**config.mk**
```make
export PLATFORM = sky130hd
export DESIGN_NAME = ram_dp_be
export DESIGN_NICKNAME = d
export VERILOG_FILES = /design/src/rtl/ram_dp_be.sv
export SDC_FILE = /design/constraint.sdc
export NUM_CORES = 1
export LEC_CHECK = 0
export ABC_AREA = 1
export ABC_CLOCK_PERIOD_IN_PS = 2500
export BUFFER_PORTS_ARGS = -buffer_cell sky130_fd_sc_hd__buf_2
export CAP_MARGIN = 20
export CORE_ASPECT_RATIO = 0.5
export CORE_MARGIN = 2
export CORE_UTILIZATION = 55
export DETAILED_ROUTE_END_ITERATION = 12
export GPL_ROUTABILITY_DRIVEN = 1
export PLACE_DENSITY = 0.83
export SLEW_MARGIN = 20
export SYNTH_ARGS = -nofsm -noshare
export SYNTH_HDL_FRONTEND = slang
export SYNTH_SLANG_ARGS = --single-unit
```
**constraint.sdc**
```tcl
create_clock -name clk -period 2.5 [get_ports clk]
set_clock_uncertainty 0.15 [all_clocks]
set_input_delay 0.375 -clock clk [delete_from_list [all_inputs] [get_ports clk]]
set_output_delay 0.375 -clock clk [all_outputs]
set_load 0.03 [all_outputs]
```
**src/rtl/ram_dp_be.sv**
```systemverilog
// ram_dp_be: simple-dual-port synchronous RAM with a byte-enabled write port,
// an independent read port, selectable read-during-write behaviour, an
// optional output register and a sequential clear engine.
//
// The array is cleared one word per cycle through the normal write port
// rather than by a whole-array reset. This keeps the storage a plain
// single-write-port memory.
//
// state    | meaning
// ---------+------------------------------------------------------------
// ST_IDLE  | normal operation; both ports serviced, clr_req accepted
// ST_CLEAR | writing zero to mem[r_clr_ptr] each cycle; ports ignored
module ram_dp_be #(
  parameter int DATA_W   = 32,
  parameter int BYTE_W   = 8,
  parameter int ADDR_W   = 4,
  parameter int SIZE     = 16,
  parameter int RDW_MODE = 0,
  parameter int READ_LAT = 1
) (
  input  logic                       clk,
  input  logic                       rst,
  input  logic                       i_clr_req,
  output logic                       o_busy,
  input  logic                       i_wr_en,
  input  logic [ADDR_W-1:0]          i_wr_addr,
  input  logic [DATA_W-1:0]          i_wr_data,
  input  logic [DATA_W/BYTE_W-1:0]   i_wr_be,
  input  logic                       i_rd_en,
  input  logic [ADDR_W-1:0]          i_rd_addr,
  output logic [DATA_W-1:0]          o_rd_data,
  output logic                       o_rd_valid
);

  localparam int NB = DATA_W / BYTE_W;

  localparam logic [0:0] ST_IDLE  = 1'b0;
  localparam logic [0:0] ST_CLEAR = 1'b1;

  // Last word touched by the clear engine, and SIZE widened by one bit so
  // that the range compare also works when SIZE == 2**ADDR_W.
  localparam logic [ADDR_W-1:0] LAST_ADDR = ADDR_W'(SIZE - 1);
  localparam logic [ADDR_W:0]   SIZE_EXT  = (ADDR_W + 1)'(SIZE);

  generate
    if ((DATA_W % BYTE_W) != 0) begin : g_bad_byte_w
      $error("ram_dp_be: DATA_W must be a multiple of BYTE_W");
    end
    if ((SIZE < 1) || (SIZE > (1 << ADDR_W))) begin : g_bad_size
      $error("ram_dp_be: SIZE must be in 1 .. 2**ADDR_W");
    end
    if ((READ_LAT != 1) && (READ_LAT != 2)) begin : g_bad_lat
      $error("ram_dp_be: READ_LAT must be 1 or 2");
    end
    if ((RDW_MODE != 0) && (RDW_MODE != 1)) begin : g_bad_rdw
      $error("ram_dp_be: RDW_MODE must be 0 or 1");
    end
  endgenerate

  logic [0:0]        r_state;
  logic [ADDR_W-1:0] r_clr_ptr;
  logic [DATA_W-1:0] r_mem [SIZE];

  logic [DATA_W-1:0] r_pipe_data;
  logic              r_pipe_valid;

  logic              w_idle;
  logic              w_wr_in_range;
  logic              w_rd_in_range;
  logic              w_wr_fire;
  logic              w_rd_issue;

  logic              w_mem_we;
  logic [ADDR_W-1:0] w_mem_addr;
  logic [DATA_W-1:0] w_mem_data;
  logic [NB-1:0]     w_mem_be;

  logic [DATA_W-1:0] w_rd_word;
  logic [DATA_W-1:0] w_rd_merged;

  assign w_idle        = (r_state == ST_IDLE);
  assign w_wr_in_range = ({1'b0, i_wr_addr} < SIZE_EXT);
  assign w_rd_in_range = ({1'b0, i_rd_addr} < SIZE_EXT);
  assign w_wr_fire     = w_idle & i_wr_en & w_wr_in_range;
  assign w_rd_issue    = w_idle & i_rd_en;
  assign o_busy        = (r_state == ST_CLEAR);

  // Sequencer: reset or an accepted clr_req starts a full clear from word 0.
  always_ff @(posedge clk) begin
    if (rst) begin
      r_state   <= ST_CLEAR;
      r_clr_ptr <= '0;
    end else if (r_state == ST_IDLE) begin
      if (i_clr_req) begin
        r_state   <= ST_CLEAR;
        r_clr_ptr <= '0;
      end
    end else begin
      if (r_clr_ptr == LAST_ADDR) begin
        r_state <= ST_IDLE;
      end else begin
        r_clr_ptr <= r_clr_ptr + ADDR_W'(1);
      end
    end
  end

  // Single write port shared by the clear engine and the user write port.
  always_comb begin
    w_mem_we   = 1'b0;
    w_mem_addr = i_wr_addr;
    w_mem_data = i_wr_data;
    w_mem_be   = i_wr_be;
    if (r_state == ST_CLEAR) begin
      w_mem_we   = 1'b1;
      w_mem_addr = r_clr_ptr;
      w_mem_data = '0;
      w_mem_be   = '1;
    end else if (w_wr_fire) begin
      w_mem_we = 1'b1;
    end
  end

  // Array write with per-lane enables; contents are not reset.
  always_ff @(posedge clk) begin
    if (w_mem_we) begin
      for (int k = 0; k < NB; k++) begin
        if (w_mem_be[k]) begin
          r_mem[w_mem_addr][k*BYTE_W +: BYTE_W] <= w_mem_data[k*BYTE_W +: BYTE_W];
        end
      end
    end
  end

  assign w_rd_word = w_rd_in_range ? r_mem[i_rd_addr] : '0;

  // Write-first forwarding: overlay the enabled lanes of a same-address write.
  // A firing write is always in range, so a match implies an in-range read.
  always_comb begin
    w_rd_merged = w_rd_word;
    if ((RDW_MODE == 1) && w_wr_fire && (i_wr_addr == i_rd_addr)) begin
      for (int k = 0; k < NB; k++) begin
        if (i_wr_be[k]) begin
          w_rd_merged[k*BYTE_W +: BYTE_W] = i_wr_data[k*BYTE_W +: BYTE_W];
        end
      end
    end
  end

  // First read register; data holds when no read is issued.
  always_ff @(posedge clk) begin
    if (rst) begin
      r_pipe_data  <= '0;
      r_pipe_valid <= 1'b0;
    end else begin
      r_pipe_valid <= w_rd_issue;
      if (w_rd_issue) begin
        r_pipe_data <= w_rd_merged;
      end
    end
  end

  generate
    if (READ_LAT == 2) begin : g_lat2
      logic [DATA_W-1:0] r_out_data;
      logic              r_out_valid;

      // Extra output register; only valid results overwrite the held data.
      always_ff @(posedge clk) begin
        if (rst) begin
          r_out_data  <= '0;
          r_out_valid <= 1'b0;
        end else begin
          r_out_valid <= r_pipe_valid;
          if (r_pipe_valid) begin
            r_out_data <= r_pipe_data;
          end
        end
      end

      assign o_rd_data  = r_out_data;
      assign o_rd_valid = r_out_valid;
    end else begin : g_lat1
      assign o_rd_data  = r_pipe_data;
      assign o_rd_valid = r_pipe_valid;
    end
  endgenerate

endmodule

```
; After elaboration in Yosys (flattened, before gate mapping)
; Memory sizes are Yosys's and may differ from the RTL's. A register that Yosys moved wholly into a read port is not among the register bits.
; Cells that the tools add are included.
[word_totals]
ff_bits = 6
mem_bits_rw = 512
in_bits = 49
output_inout_bits = 34
mem_count = 1
[memory_table]
columns = memory, words, width, rd, rd_clocked_by_memory_dff, write_ports, line
row1 = r_mem, 16, 32, 1, 1, 1, 62  ; logic [DATA_W-1:0] r_mem [SIZE];
[op_classes]
n_addsub = 1
n_eq_ne = 2
muxes = 23
bitwise_logic = 3
n_reduce_logical = 2
[op_table]
columns = op, count
row1 = 32-bit two-way mux, 1
row2 = 4-bit two-way mux, 5
row3 = 1-bit two-way mux, 17
row4 = "4-bit by 1-bit adder with 4-bit output, second input constant", 1
row5 = "4-bit equality test, second input constant", 1
row6 = 1-bit AND, 2
row7 = "2-bit inequality test, second input constant", 1
row8 = 2-bit AND reduction, 1
row9 = 2-bit nonzero test, 1
row10 = 1-bit NOT, 1

; Longest topological paths before layout
[depth]
depth_word = 6
ltp_mapped = 12

; Worst setup path after synthesis
; No wires, ideal clock.
[synth_timing]
path_type = reg2reg
from = reg r_state, in the netlist o_busy
to = mem r_mem[8][10] (enable)
arrival_ns = 1.694
t_required_ns = 1.980
setup_slack_ns = 0.286
path_stages_with_launch = 8
path_buffers = 1
path_cell_list = dfxtp_1 -> buf_4 -> inv_2 -> o21ai_0 -> nand2_1 -> inv_1 -> nand2_1 -> nor2_1
[synth_via]
elab_chain_len = 6
elab_cells_between_ends = 9
[synth_rtl]
columns = item, line
row1 = start: declaration, 60  ; logic [0:0] r_state;
row2 = start signal: assignment, 91  ; r_state <= ST_CLEAR;
row3 = start signal: assignment, 95  ; r_state <= ST_CLEAR;
row4 = start signal: assignment, 100  ; r_state <= ST_IDLE;
row5 = 1-bit NOT, -
row6 = 1-bit AND, 84  ; assign w_wr_fire = w_idle & i_wr_en & w_wr_in_range;
row7 = 1-bit two-way mux, 118  ; end else if (w_wr_fire) begin
row8 = 1-bit two-way mux, 113  ; if (r_state == ST_CLEAR) begin
row9 = 1-bit two-way mux, 125  ; if (w_mem_we) begin
row10 = 1-bit two-way mux (not written as such), 128  ; r_mem[w_mem_addr][k*BYTE_W +: BYTE_W] <= w_mem_data[k*BYTE_W +: BYTE_W];
row11 = end: declaration, 62
; Several ways; a longest one is shown, not always the timed one.

; Worst setup path after layout
[layout_timing]
from = reg r_state, in the netlist o_busy
to = mem r_mem[8][14] (enable)
; The elaborated chain is that of the path after synthesis.

==> impl_metrics.csv <==
group,metric,value,unit
worst_setup_path,critPathSlowestCell,"dfxtp_4",
routing,routed_wl,59.6,mm
worst_setup_path,crit_required,2620,ps
global_routing,antenna_found_initial,0,
synth,yosysTopAreaCell,"edfxtp_1",
worst_setup_path,cp_cell_sequence,"buf_4 -> o21ai_1 -> inv_1 -> nor2_1 -> nand2_1 -> nor2_1 -> buf_4",
status,status,"complete, no violations",
floorplan,die-area,43000,sq um
floorplan,initial_utilization,56.0,%
synth,yosysSeqAreaShare,71.0,%
sta,worst_pin_slew,551,ps
sta,maxSlewHeadroom,62.9,%
sta,min_period,2460,ps
sta,setup_tns,0,ps
synth,synth_seq_cells,550,
synth,synth_warnings,0,
routing,vias,16476,
cts,worstSkewPairLatency,570,ps
cts,clk_pin_slew_worst_paths,70,ps
cts,cts_made_buffers,47,
global_routing,gr-total-overflow,0,
synth,synth_area,22700,sq um
power_and_ir_drop,p_per_area,726,nW/um^2
synth,synth_cells,2064,
cells_and_area,nets,2257,
cts,cts.path.max_buffers,3,
worst_setup_path,start_kind,"flip-flop",
synth,post-synth-top-count-cell,"nand2_1",
synth,synth_common_cells,"nand2_1, edfxtp_1, nand3_1, nor2_1, inv_1",
global_routing,grt_max_degree,102,
synth,yosys-top-cells-area,"edfxtp_1, nand2_1, nand3_1, dfxtp_1, nor2_1",
sta,drv_slew,0,
synth,synth_nets,2114,
placed_design,numPortBuffers,82,
sta,finalHoldViolations,0,
power_and_ir_drop,leakage,10.4,nW
placed_design,place_ws,40.1,ps
sta,finalCritPeriodShare,98.4,%
routing,drc,0,
worst_setup_path,arrival,2580,ps
worst_setup_path,worst-setup-path-type,"flip-flop to flip-flop",
worst_setup_path,max_stage_delay,400,ps
global_routing,grt_usage,27.4,%
cells_and_area,final_util,63.5,%
global_routing,grt_use_met2,45.5,%
worst_setup_path,critical_path.top_delay_family,"simple AND/OR/NAND/NOR gates",
cells_and_area,num-fill-cells,2781,
routing,avgViaCountPerCell,5.92,
synth,synth_top_area_share,67.7,%
cells_and_area,stdcell_area,25800,sq um
floorplan,num_io_pins,83,
cts,cts_tree,"yes",
run,cap_violations,0,
placed_design,place_area,24200,sq um
routing,ant_nets,0,
worst_setup_path,path_buf_inv,3,
synth,synth_cell_types,22,
synth,async_flop_share,0,%
sta,rsz0062_at_grt,"false",
sta,layout_setup_ws,41.2,ps
floorplan,row_count,52,
power_and_ir_drop,peakVddDrop,453,uV
min_path,hold_class,"primary input to flip-flop",
cts,cts.sinks,550,
cells_and_area,antennaDiodeCount,0,
placed_design,gp_congestion,0.882,
global_routing,gr-usage-met1,35.9,%
floorplan,core,40600,sq um
global_routing,grt_pass1_vias,16119,
global_routing,grt-busiest-layer,"met2",
synth,synth-main-ff-cell,"edfxtp_1",
routing,dr.pass1.iters,7,
cells_and_area,synthToLayoutAreaGrowth,13.4,%
placed_design,dp_hpwl,36.4,mm
sta,setup_viol,0,
routing,drtIter0Drc,2564,
cells_and_area,drive_gt1_share,13.1,%
floorplan,fp.dieW,291,microns
cts,root_buffer,"clkbuf_16",
worst_setup_path,cp_max_fo,15,
global_routing,grt_pass1_wl,89.7,mm
routing,wl_per_cell,21.4,microns
sta,fmax,0.407,GHz
floorplan,die_y,148,microns
synth,postSynthAreaPerCell,11.0,sq um
synth,synth_edf_count,512,
worst_setup_path,end_kind,"flip-flop",
cts,cts_max_level,2,
global_routing,grt_util_met3,6.04,%
-- worst reg2reg max path: stages, from the launching register on --
cell     delay, ps
dfxtp_4        400
buf_4          190
o21ai_1        340
inv_1          120
nor2_1         230
nand2_1        320
nor2_1         220
buf_4          200
-- logic make-up after synthesis --
| group | count (synthesis) | share of synthesized area (%) |
|---|---|---|
| simple gates | 1295 | 23.7 |
| compound gates | 13 | 0.297 |
| flops | 550 | 71.0 |
| buf+inv | 205 | 4.90 |
| fa+ha+maj | 1 | 0.0551 |
-- per-layer routing --
layer	vias to the layer above	routed length, microns	share of wire [%]
met2	1242	28500	48
li1	7289	-	-
met3	179	7560	13
met1	7766	21500	36
met4	0	1920	3.2
met5	-	0	0
-- layout make-up --
cell class              count  area (sq um)  area share, %
clock buffers              62          1320           5.10
clock inverters            22           225          0.874
inverters                  81           312           1.21
multi-input cells        1309          5480           21.3
flip-flops and latches    550         16100           62.6
well taps                 540           676           2.62
repair buffers            218          1620           6.28
-- power by group --
part | internal, mW | total, mW | switching [mW] | leakage (nW)
combinational | 0.348 | 1.12 | 0.774 | 4.55
sequential | 10.1 | 10.2 | 0.0516 | 5.10
clock | 4.20 | 7.43 | 3.22 | 0.753
-- cells in the final DEF (no fill, tap or decap), types with 4 or more instances in the layout --
| master | count |
|---|---|
| clkinv_1 | 10 |
| buf_12 | 14 |
| buf_4 | 122 |
| inv_1 | 76 |
| nand3_1 | 417 |
| edfxtp_1 | 512 |
| a21oi_1 | 7 |
| nor2_1 | 169 |
| clkbuf_1 | 9 |
| clkbuf_8 | 4 |
| clkinv_2 | 6 |
| dfxtp_1 | 37 |
| bufinv_16 | 5 |
| nand2_1 | 701 |
| buf_2 | 80 |
| clkbuf_16 | 49 |
-- state kept, by name (all words and copies together) (netlist names) --
| signal | count |
|---|---|
| o_busy | 1 |
| o_rd_data | 32 |
| o_rd_valid | 1 |
| r_clr_ptr | 4 |
| r_mem | 512 |
-- what timing repair did --
action                                  4_1_cts  5_1_grt
endpoints found under the setup margin        0      271
buffers inserted                              0        0
endpoints found under the hold margin         1        0
resized for setup                             0        5
hold buffers                                  1        0
-- through the flow --
| stage | power, mW | std cells | hold slack, ps |
|---|---|---|---|
| finish | 18.7 | 2782 | 97.1 |
| global route | 19.2 | 2782 | 148 |
| CTS | 18.7 | 2782 | 82.6 |
| detailed placement | 11.4 | 2697 | 370 |
| global placement | 11.4 | 2697 | 349 |
| floorplan | 11.1 | 2064 | 321 |
-- worst paths after layout --
check,start,end,slack (ps),cells after the start
max reg2reg,o_busy,r_mem[8][14],40,7
max,o_busy,r_mem[8][14],40,7
min reg2reg,r_clr_ptr[0],r_clr_ptr[0],400,2
min,i_clr_req,r_clr_ptr[3],100,4
Power figures use the tool's default switching activity.
